**src/rtl/step_seq_pkg.sv**
```systemverilog
// Shared types and the step classification rule for the step sequencer.
package step_seq_pkg;

    typedef enum logic [1:0] {
        IDLE = 2'd0,
        RUN  = 2'd1,
        DONE = 2'd2
    } seq_state_e;

    typedef enum logic [1:0] {
        CLS_IGN  = 2'd0,
        CLS_LIM  = 2'd1,
        CLS_FULL = 2'd2
    } step_class_e;

    // LIMIT is tested first so it wins when the FULL index falls inside the limit band.
    function automatic step_class_e classify(
        input int unsigned idx,
        input int unsigned lim_lo,
        input int unsigned lim_hi,
        input int unsigned full_idx
    );
        if (idx >= lim_lo && idx <= lim_hi) begin
            return CLS_LIM;
        end
        if (idx == full_idx) begin
            return CLS_FULL;
        end
        return CLS_IGN;
    endfunction

endpackage

```
**src/rtl/step_seq_ctrl_sat_counter.sv**
```systemverilog
// Saturating up-counter with synchronous clear; holds at all-ones.
module sat_counter #(
    parameter int W = 4
) (
    input  logic         clk,
    input  logic         rstn,
    input  logic         clr,
    input  logic         inc,
    output logic [W-1:0] q
);

    always_ff @(posedge clk or negedge rstn) begin
        if (!rstn) begin
            q <= '0;
        end else if (clr) begin
            q <= '0;
        end else if (inc && (q != {W{1'b1}})) begin
            q <= q + W'(1);
        end
    end

endmodule

```
**src/rtl/step_seq_ctrl.sv**
```systemverilog
// Walks a step index over [start_val, end_val), offering each step over valid/ready
// and tallying odd (pass) and even (fail) indices, then pulses done.
//
//   state | meaning
//   IDLE  | waiting for start; tallies hold from the previous run
//   RUN   | offering step_idx downstream, one transfer per ready cycle
//   DONE  | one-cycle done pulse, then back to IDLE
module step_seq_ctrl
    import step_seq_pkg::*;
#(
    parameter int unsigned CNT_W    = 4,
    parameter int unsigned TALLY_W  = 4,
    parameter int unsigned LIM_LO   = 1,
    parameter int unsigned LIM_HI   = 3,
    parameter int unsigned FULL_IDX = 5
) (
    input  logic               clk,
    input  logic               rstn,
    input  logic               start,
    input  logic               abort,
    input  logic [CNT_W-1:0]   start_val,
    input  logic [CNT_W-1:0]   end_val,
    output logic               step_valid,
    input  logic               step_ready,
    output logic [CNT_W-1:0]   step_idx,
    output logic [1:0]         step_class,
    output logic [TALLY_W-1:0] pass_cnt,
    output logic [TALLY_W-1:0] fail_cnt,
    output logic               busy,
    output logic               done
);

    localparam logic [1:0] ST_IDLE = IDLE;
    localparam logic [1:0] ST_RUN  = RUN;
    localparam logic [1:0] ST_DONE = DONE;

    logic [1:0]       state;
    logic [1:0]       state_nxt;
    logic [CNT_W-1:0] end_q;
    logic [CNT_W-1:0] idx_q;
    logic             load;
    logic             xfer;
    logic             last;
    step_class_e      cls;

    // Abort suppresses both a pending start and a same-cycle transfer.
    always_comb begin
        load      = (state == ST_IDLE) && start && !abort;
        xfer      = (state == ST_RUN) && step_ready && !abort;
        last      = ((idx_q + CNT_W'(1)) == end_q);
        state_nxt = state;
        case (state)
            ST_IDLE: begin
                if (load) begin
                    state_nxt = (start_val < end_val) ? ST_RUN : ST_DONE;
                end
            end
            ST_RUN: begin
                if (xfer && last) begin
                    state_nxt = ST_DONE;
                end
            end
            ST_DONE: begin
                state_nxt = ST_IDLE;
            end
            default: begin
                state_nxt = ST_IDLE;
            end
        endcase
        if (abort) begin
            state_nxt = ST_IDLE;
        end
    end

    always_ff @(posedge clk or negedge rstn) begin
        if (!rstn) begin
            state <= ST_IDLE;
            end_q <= '0;
            idx_q <= '0;
        end else begin
            state <= state_nxt;
            if (load) begin
                end_q <= end_val;
                idx_q <= start_val;
            end else if (xfer) begin
                idx_q <= idx_q + CNT_W'(1);
            end
        end
    end

    sat_counter #(
        .W (TALLY_W)
    ) u_pass_cnt (
        .clk  (clk),
        .rstn (rstn),
        .clr  (load),
        .inc  (xfer && idx_q[0]),
        .q    (pass_cnt)
    );

    sat_counter #(
        .W (TALLY_W)
    ) u_fail_cnt (
        .clk  (clk),
        .rstn (rstn),
        .clr  (load),
        .inc  (xfer && !idx_q[0]),
        .q    (fail_cnt)
    );

    always_comb begin
        cls = classify(32'(idx_q), LIM_LO, LIM_HI, FULL_IDX);
    end

    assign step_class = cls;
    assign step_idx   = idx_q;
    assign step_valid = (state == ST_RUN);
    assign busy       = (state == ST_RUN);
    assign done       = (state == ST_DONE);

endmodule

```
**config.mk**
```make
export PLATFORM = sky130hd
export DESIGN_NAME = step_seq_ctrl
export DESIGN_NICKNAME = d
export VERILOG_FILES = /design/src/rtl/step_seq_pkg.sv /design/src/rtl/step_seq_ctrl_sat_counter.sv /design/src/rtl/step_seq_ctrl.sv
export SDC_FILE = /design/constraint.sdc
export NUM_CORES = 1
export LEC_CHECK = 0
export ABC_AREA = 0
export BUFFER_PORTS_ARGS = -buffer_cell sky130_fd_sc_hd__buf_2
export CAP_MARGIN = 30
export CORE_MARGIN = 1
export CORE_UTILIZATION = 55
export CTS_CLUSTER_SIZE = 8
export DETAILED_ROUTE_END_ITERATION = 6
export GPL_TIMING_DRIVEN = 0
export PLACE_DENSITY = 0.88
export SLEW_MARGIN = 10
export SYNTH_ARGS = -nofsm -noshare
export SYNTH_HDL_FRONTEND = slang
export SYNTH_SLANG_ARGS = --single-unit
export TNS_END_PERCENT = 1
```
**constraint.sdc**
```tcl
create_clock -name clk -period 2.7 [get_ports clk]
set_input_delay 0.405 -clock clk [delete_from_list [all_inputs] [get_ports clk]]
set_output_delay 0.405 -clock clk [all_outputs]
set_load 0.05 [all_outputs]
```
-- Word-level counts from Yosys, hierarchy flattened
Cells that the tools add are included.
- register bits after elaboration: 18
- bits in latches: 0
- bits in writable memories: 0
- bits in read-only memories: 0
- bits of input ports: 13
- output and inout port bits: 17
- memories kept: 0
- add/subtract/negate cells: 3
- multipliers: 0
- div/mod/pow operators: 0
- order comparisons: 3
- eq/ne operators: 8
- shifts and indexed selects: 0
- multiplexer cells: 18
- bitwise gates (word level): 0
- reduce and logical (&&, ||, !) cells: 17
- operators by type and width (kind ; count):
    $mux W4 ; 6
    $mux W2 ; 8
    $add A4 B1 Y4 const B ; 3
    $logic_and A1 B1 Y1 ; 10
    $ne A4 B4 Y1 const B ; 2
    $reduce_bool A2 Y1 ; 3
    $eq A4 B3 Y1 const B ; 1
    $eq A4 B4 Y1 ; 1
    $ge A4 B1 Y1 const B ; 1
    $le A4 B2 Y1 const B ; 1
    $lt A4 B4 Y1 ; 1
    $pmux W2 S2 ; 1
    $mux W1 ; 3
    $ne A3 B2 Y1 const B ; 1
    $ne A3 B3 Y1 const B ; 1
    $eq A2 B1 Y1 const B ; 1
    $eq A2 B2 Y1 const B ; 1
    $logic_not A1 Y1 ; 2
    $logic_not A2 Y1 ; 1
    $reduce_and A2 Y1 ; 1

-- Depth between registers and ports, before layout
Gate-level depths: netlist (run 1).
- depth in word-level cells: 7
- mapped depth: 7
- gate-level depth less buffers: 6

-- Hierarchy
A second synthesis (run 1) with hierarchy kept.
- cells, all modules: 111
- area, all modules: 1172.4 µm²
- modules (own cells, without submodules) (module ; instances ; cells an instance ; area an instance (µm²) ; sequential area each (µm²)):
    step_seq_ctrl ; 1 ; 71 ; 714.4 ; 250.2
    sat_counter ; 2 ; 20 ; 229.0 ; 100.1

-- Worst setup path after synthesis (run 1)
No wires, ideal clock.
- kind: register to output
- start: reg idx_q[0], in the netlist step_idx[0]
- end: out step_class[0]
- arrival time: 2.345 ns
- required time: 2.295 ns
- slack: -0.050 ns
- cell stages (with the launch flop): 5
- cells stage by stage: dfrtp_1 buf_4 inv_1 ha_1 a211oi_1
- cells in the longest elaborated chain, start to end: 5
- elaborated cells between the ends (all ways): 10
- those cells by class: order compare: 2; eq/ne: 1; mux: 6; reduce/logical: 1
- RTL lines (item ; line ; source):
    start: declaration ; step_seq_ctrl.sv:40 ; logic [CNT_W-1:0] idx_q;
    start signal: assignment ; step_seq_ctrl.sv:84 ; idx_q <= start_val;
    start signal: assignment ; step_seq_ctrl.sv:86 ; idx_q <= idx_q + CNT_W'(1);
    $eq A4 B3 Y1 ; step_seq_pkg.sv:26 ; if (idx == full_idx) begin
    $mux W1 (2 in a row) ; step_seq_pkg.sv:26 ;
    $mux W2 ; step_seq_pkg.sv:29 ; return CLS_IGN;
    $mux W2 * ; step_seq_pkg.sv:26 ;
    end: declaration ; step_seq_ctrl.sv:26 ; output logic [1:0] step_class,
Every way passes the cells marked *; elsewhere a longest branch is shown, timed or not. The select of a mux whose other input is x is not followed.

-- Final worst setup path (run 1)
Ends and elaborated chain as after synthesis.

==> impl_metrics.env, run 1 <==
export IMPL_clkPwrFrac=0.144
export IMPL_seq_power_share=0.348
export IMPL_htree_levels=1
export IMPL_routabilityCongestion=0.787
export IMPL_start_util=0.612
export IMPL_final_area_um2=1320
export IMPL_cts_hold_buffers=0
export IMPL_io_pins=30
export IMPL_critPathTopFamily="buffers and inverters"
export IMPL_layout_drive_gt1_share=0.329
export IMPL_wl_per_cell_um=12.9
export IMPL_cts_root_buf="clkbuf_4"
export IMPL_worstPathArrival_ps=1660
export IMPL_post_cts_setup_buffers=0
export IMPL_synth_seq_cells=18
export IMPL_io_buffer_count=29
export IMPL_p_leak_nw=0.680
export IMPL_rsz0062_at_grt="no"
export IMPL_cts_made_buffers=3
export IMPL_synth_distinct_cells=32
export IMPL_cts_tree="done"
export IMPL_antenna_left=0
export IMPL_via_per_inst=5.41
export IMPL_syn_cell_area_um2=1100
export IMPL_final_max_slew_viol_count=0
export IMPL_async_flop_share=1.00
export IMPL_dieArea_um2=2190
export IMPL_drtIter0Drc=21
export IMPL_drc=0
export IMPL_antennaDiodeCount=0
export IMPL_crit_path_start_kind="register"
export IMPL_grt_pass1_wl_um=3460
export IMPL_rows=15
export IMPL_fillerInstances=142
export IMPL_syn_mean_instance_area_um2=10.0
export IMPL_crit_type="reg -> out"
export IMPL_clkTransAtPathRegs_ps=100
export IMPL_internal_power_mw=0.602
export IMPL_area_growth_pct=19.8
export IMPL_syn_inst=110
export IMPL_hold_class="in -> async"
export IMPL_post_cts_resized=0
export IMPL_synth_most_common_cell="dfrtp_1"
export IMPL_synth_edff_count=0
export IMPL_tns_ps=0
export IMPL_endpoint_kind="primary output"
export IMPL_die_w_um=46.8
export IMPL_drt_wl_total_um=2170
export IMPL_p_per_area_nw_per_um2=850
export IMPL_synth_seq_area_share=0.409
export IMPL_core_area_um2=1800
export IMPL_synth_nets=131
export IMPL_swShare=0.463
export IMPL_grt_pass1_vias=841
export IMPL_clock_skew_ps=1.29
export IMPL_critical_path_buf_inv_count=3
export IMPL_synth_top_area_share=0.409
export IMPL_cp_required_ps=2300
export IMPL_setup_viol=0
export IMPL_dpl_hpwl_um=1720
export IMPL_yosys_warnings=0
export IMPL_critPathMaxFanout=8
export IMPL_yosysTopAreaCell="dfrtp_1"
export IMPL_placed_cell_area_um2=1280
export IMPL_p_comb_frac=0.508
export IMPL_via_count=909
export IMPL_crit_chain="buf_4 > inv_1 > ha_1 > a211oi_2 > buf_2"
export IMPL_cp_slowest_stage_delay_ps=410
export IMPL_relSlewSlack=0.564
export IMPL_grt_usage=0.225
export IMPL_status="finished clean"
export IMPL_grt_max_degree=19
export IMPL_p_total_mw=1.12
export IMPL_fin_crit_sh=0.764
export IMPL_fin_crit_ps=2060
export IMPL_clockBufferDepth=2
export IMPL_chipHeight_um=46.8
export IMPL_clock_sinks=18
export IMPL_nets=165
export IMPL_yosys_most_used_dff="dfrtp_1"
export IMPL_cp_slowest_cell="dfrtp_1"
export IMPL_p_sw_mw=0.520
export IMPL_fmaxAchievable_mhz=485
export IMPL_antenna_found_initial=0
export IMPL_first_pass_iters=4
export IMPL_vdd_ir_drop_max_mv=0.543
export IMPL_yosys_top_cells_count="18 x dfrtp_1, 9 x inv_1, 8 x ha_1, 8 x nor2_1, 7 x nand3_1"
export IMPL_clk_latency_ps=280
export IMPL_netlist_top_cells_area="dfrtp_1 41%, ha_1 9.1%, xnor2_1 4.8%"
export IMPL_tightest_slew_ps=638
export IMPL_globalRouteOverflowTotal=0
export IMPL_drv_cap=0
export IMPL_final_hold_viol_count=0
-- power by group through the flow --
stage / Sequential (mW) / Clock (mW) / Combinational [mW]
2_1_floorplan: 0.499 / 0 / 0.341
3_3_place_gp: 0.389 / 0 / 0.556
3_5_place_dp: 0.396 / 0 / 0.572
4_1_cts: 0.390 / 0.167 / 0.572
5_1_grt: 0.399 / 0.178 / 0.617
6_report: 0.391 / 0.161 / 0.570
-- layout by cell type (no fill, tap or decap), types with 2 or more instances in the layout --
| cell type | count |
|---|---|
| nor2b_1 | 3 |
| nor2_1 | 8 |
| nand3_1 | 7 |
| mux2_2 | 4 |
| buf_4 | 4 |
| nand2_1 | 5 |
| xor2_1 | 5 |
| buf_2 | 30 |
| dfrtp_1 | 18 |
| o21ai_0 | 5 |
| xnor2_1 | 6 |
| clkbuf_4 | 3 |
| inv_1 | 9 |
| a21oi_1 | 5 |
| ha_1 | 8 |
| nor3b_1 | 2 |
| a31oi_1 | 2 |
| nor3_1 | 3 |
-- routing by layer --
layer  share of wire  GRT usage
met1            0.44      0.268
met2            0.51      0.408
met3           0.031     0.0269
met4           0.018     0.0971
met5               0          0
-- final cells by class --
type / count / area [um^2] / share of cell area
buffer: 5 / 35.0 / 0.0265
sequential: 18 / 450 / 0.341
tap: 25 / 31.3 / 0.0237
inverter: 9 / 33.8 / 0.0256
timing repair buffer: 29 / 145 / 0.110
clock buffer: 4 / 36.3 / 0.0275
multi-input combinational: 78 / 588 / 0.445
-- final timing paths --
path                       slack, ps            end    startpoint  depth (start not counted)
max in group asynchronous       2380       state[1]          rstn                          1
hold / removal                    30    step_idx[2]          rstn                          1
setup reg to reg                 820       state[1]   step_idx[0]                          7
setup / recovery                 640  step_class[0]   step_idx[0]                          5
hold reg to reg                  550       end_q[0]      end_q[0]                          1
min in group clk                 350    step_idx[0]  start_val[0]                          3
-- through the flow --
| stage | worst slack [ps] | util | instances | hold WS (ps) |
|---|---|---|---|---|
| 3_5_place_dp | 852 | 0.713 | 164 | 359 |
| 2_1_floorplan | 283 | - | 110 | 109 |
| 3_3_place_gp | 921 | 0.713 | 164 | 351 |
| 4_1_cts | 612 | 0.733 | 168 | 40.7 |
| 5_1_grt | 558 | 0.733 | 168 | 56.5 |
| 6_report | 638 | 0.733 | 168 | 34.1 |
-- state kept, by name (all words and copies together), names as in the netlist --
signal	cells
end_q	4
u_fail_cnt.q	4
state	2
u_pass_cnt.q	4
step_idx	4
-- kinds of logic after synthesis --
kind of cell             synth area share
AO/OA/AOI/OAI                       0.119
XOR/XNOR                           0.0874
adder cells (fa/ha/maj)            0.0908
buffers and inverters              0.0624
flip-flops                          0.409
multiplexers                       0.0499
AND/OR/NAND/NOR                     0.182
Power figures use the tool's default switching activity.
==> run 2, diff against run 1 <==
Settings changed: CORE_UTILIZATION 55 to 51, PLACE_DENSITY 0.88 to 0.83.
Clock period 2.7 ns to 2.1 ns, I/O delays scaled along.
==> run 2 against run 1 <==
Against the previous run:
- sequential power increased by 29%
- non-clock buffer count increased by 1
- register-to-register slack got worse by 560 ps
- power increased by 26%
- die area increased by 7.5%
- first-iteration DRC count decreased by 33%
- routed wire length increased by 6.4%
- sequential cell count unchanged
- largest power group unchanged
- clock skew about the same
==> impl_metrics.env, run 2 (synthesis results as in run 1) <==
export IMPL_fmaxAchievable_mhz=503
export IMPL_timing_rr_start="step_idx[0]"
export IMPL_core_area_um2=2000
export IMPL_wl_per_cell_um=13.6
export IMPL_io_pins=30
export IMPL_fin_crit_sh=0.946
export IMPL_reg2reg_depth=7
export IMPL_routabilityCongestion=0.838
export IMPL_p_comb_frac=0.521
export IMPL_min_from="start_val[0]"
export IMPL_drtIter0Drc=14
export IMPL_crit_path_start="step_idx[0]"
export IMPL_worstPathArrival_ps=1670
export IMPL_critPathMaxFanout=8
export IMPL_final_cell_mix="30 x buf_2, 18 x dfrtp_1, 9 x inv_1"
export IMPL_wl_met3_um=73
export IMPL_fin_hold_ws_ps=243
export IMPL_wl_met2_um=1170
export IMPL_clock_sinks=18
export IMPL_endpoint_kind="primary output"
export IMPL_tightest_slew_ps=572
export IMPL_seq_power_share=0.356
export IMPL_internal_power_mw=0.739
export IMPL_p_per_area_nw_per_um2=1070
export IMPL_cts_tree="done"
export IMPL_drv_cap=0
export IMPL_rsz0062_at_grt="no"
export IMPL_p_leak_nw=0.677
export IMPL_reg2reg_to="state[1]"
export IMPL_first_pass_iters=5
export IMPL_whs_path_depth=3
export IMPL_via_per_inst=5.39
export IMPL_grt_pass1_vias=871
export IMPL_cts_made_buffers=3
export IMPL_setup_viol=0
export IMPL_final_max_slew_viol_count=0
export IMPL_dpl_hpwl_um=1730
export IMPL_antennaDiodeCount=0
export IMPL_cts_root_buf="clkbuf_4"
export IMPL_fin_crit_ps=1990
export IMPL_top_layer="met4"
export IMPL_layout_drive_gt1_share=0.329
export IMPL_crit_path_start_kind="register"
export IMPL_final_hold_viol_count=0
export IMPL_grt_max_degree=19
export IMPL_htree_levels=1
export IMPL_post_cts_resized=0
export IMPL_swShare=0.477
export IMPL_holdPathEnd="step_idx[0]"
export IMPL_die_w_um=48.5
export IMPL_cts_hold_buffers=1
export IMPL_cp_required_ps=1780
export IMPL_drt_wl_total_um=2310
export IMPL_grt_pass1_wl_um=3830
export IMPL_antenna_found_initial=0
export IMPL_hold_class="in -> reg"
export IMPL_drc=0
export IMPL_relSlewSlack=0.608
export IMPL_clk_latency_ps=290
export IMPL_p_total_mw=1.41
export IMPL_via_count=916
export IMPL_area_growth_pct=20.1
export IMPL_crit_type="reg -> out"
export IMPL_clkTransAtPathRegs_ps=100
export IMPL_dieArea_um2=2350
export IMPL_post_cts_setup_buffers=0
export IMPL_clock_skew_ps=1.17
export IMPL_p_sw_mw=0.675
export IMPL_layout_commonest_cell="buf_2"
export IMPL_chipHeight_um=48.5
export IMPL_start_util=0.551
export IMPL_clockBufferDepth=2
export IMPL_fillerInstances=174
export IMPL_globalRouteOverflowTotal=0
export IMPL_antenna_left=0
export IMPL_nets=166
export IMPL_rows=16
export IMPL_clkPwrFrac=0.123
export IMPL_vdd_ir_drop_max_mv=0.567
export IMPL_wirelength_met1_um=1050
export IMPL_grt_usage=0.213
export IMPL_ff2ff_setup_slack_ps=260
export IMPL_status="finished clean"
export IMPL_io_buffer_count=29
run 2: cell types whose count changed in the layout (fill, tap and decap cells not counted), sizes merged:
cell,before,now
clkbuf,4,3
dlygate4sd3,0,1
run 2: worst max-delay path by stage:
stage,endpoint,slack (ps)
floorplan,step_class[0],-90
global placement,state[1],330
detailed placement,state[1],270
CTS,step_class[0],100
global route,step_class[0],10
finish,step_class[0],110
run 2: metal layers:
metal | vias up | global-route usage
li1 | 448 | -
met5 | - | 0
met2 | 26 | 0.376
met1 | 440 | 0.266
met4 | 0 | 0.0882
met3 | 2 | 0.0189
run 2: area by class of cell:
type / instances / area [um^2] / area share
timing repair buffer: 30 / 155 / 0.117
multi-input combinational: 78 / 593 / 0.448
tap: 27 / 33.8 / 0.0255
sequential: 18 / 450 / 0.340
inverter: 9 / 33.8 / 0.0255
clock buffer: 3 / 22.5 / 0.0170
buffer: 5 / 35.0 / 0.0265
run 2: through the flow:
step	cell area, um^2	setup TNS, ps	utilization	instances	setup slack (ps)
6_report	1320	0	0.661	170	114
4_1_cts	1320	0	0.661	170	97.2
3_3_place_gp	1290	0	0.645	166	325
3_5_place_dp	1290	0	0.645	166	273
5_1_grt	1320	0	0.661	170	11.8
2_1_floorplan	1110	-93.4	-	110	-93.4
run 2: power groups by stage:
| stage | Sequential (mW) | Clock (mW) | Combinational, mW |
|---|---|---|---|
| after floorplan | 0.642 | 0 | 0.443 |
| after global placement | 0.504 | 0 | 0.720 |
| after detailed placement | 0.509 | 0 | 0.739 |
| after CTS | 0.502 | 0.181 | 0.741 |
| after global routing | 0.516 | 0.192 | 0.795 |
| final | 0.503 | 0.174 | 0.737 |
run 2: worst max-delay path, cell delays in order (launching register included):
cell and delay [ps]:
dfrtp_1 400, buf_4 200, inv_1 60, ha_1 210, a211oi_2 220, buf_2 290
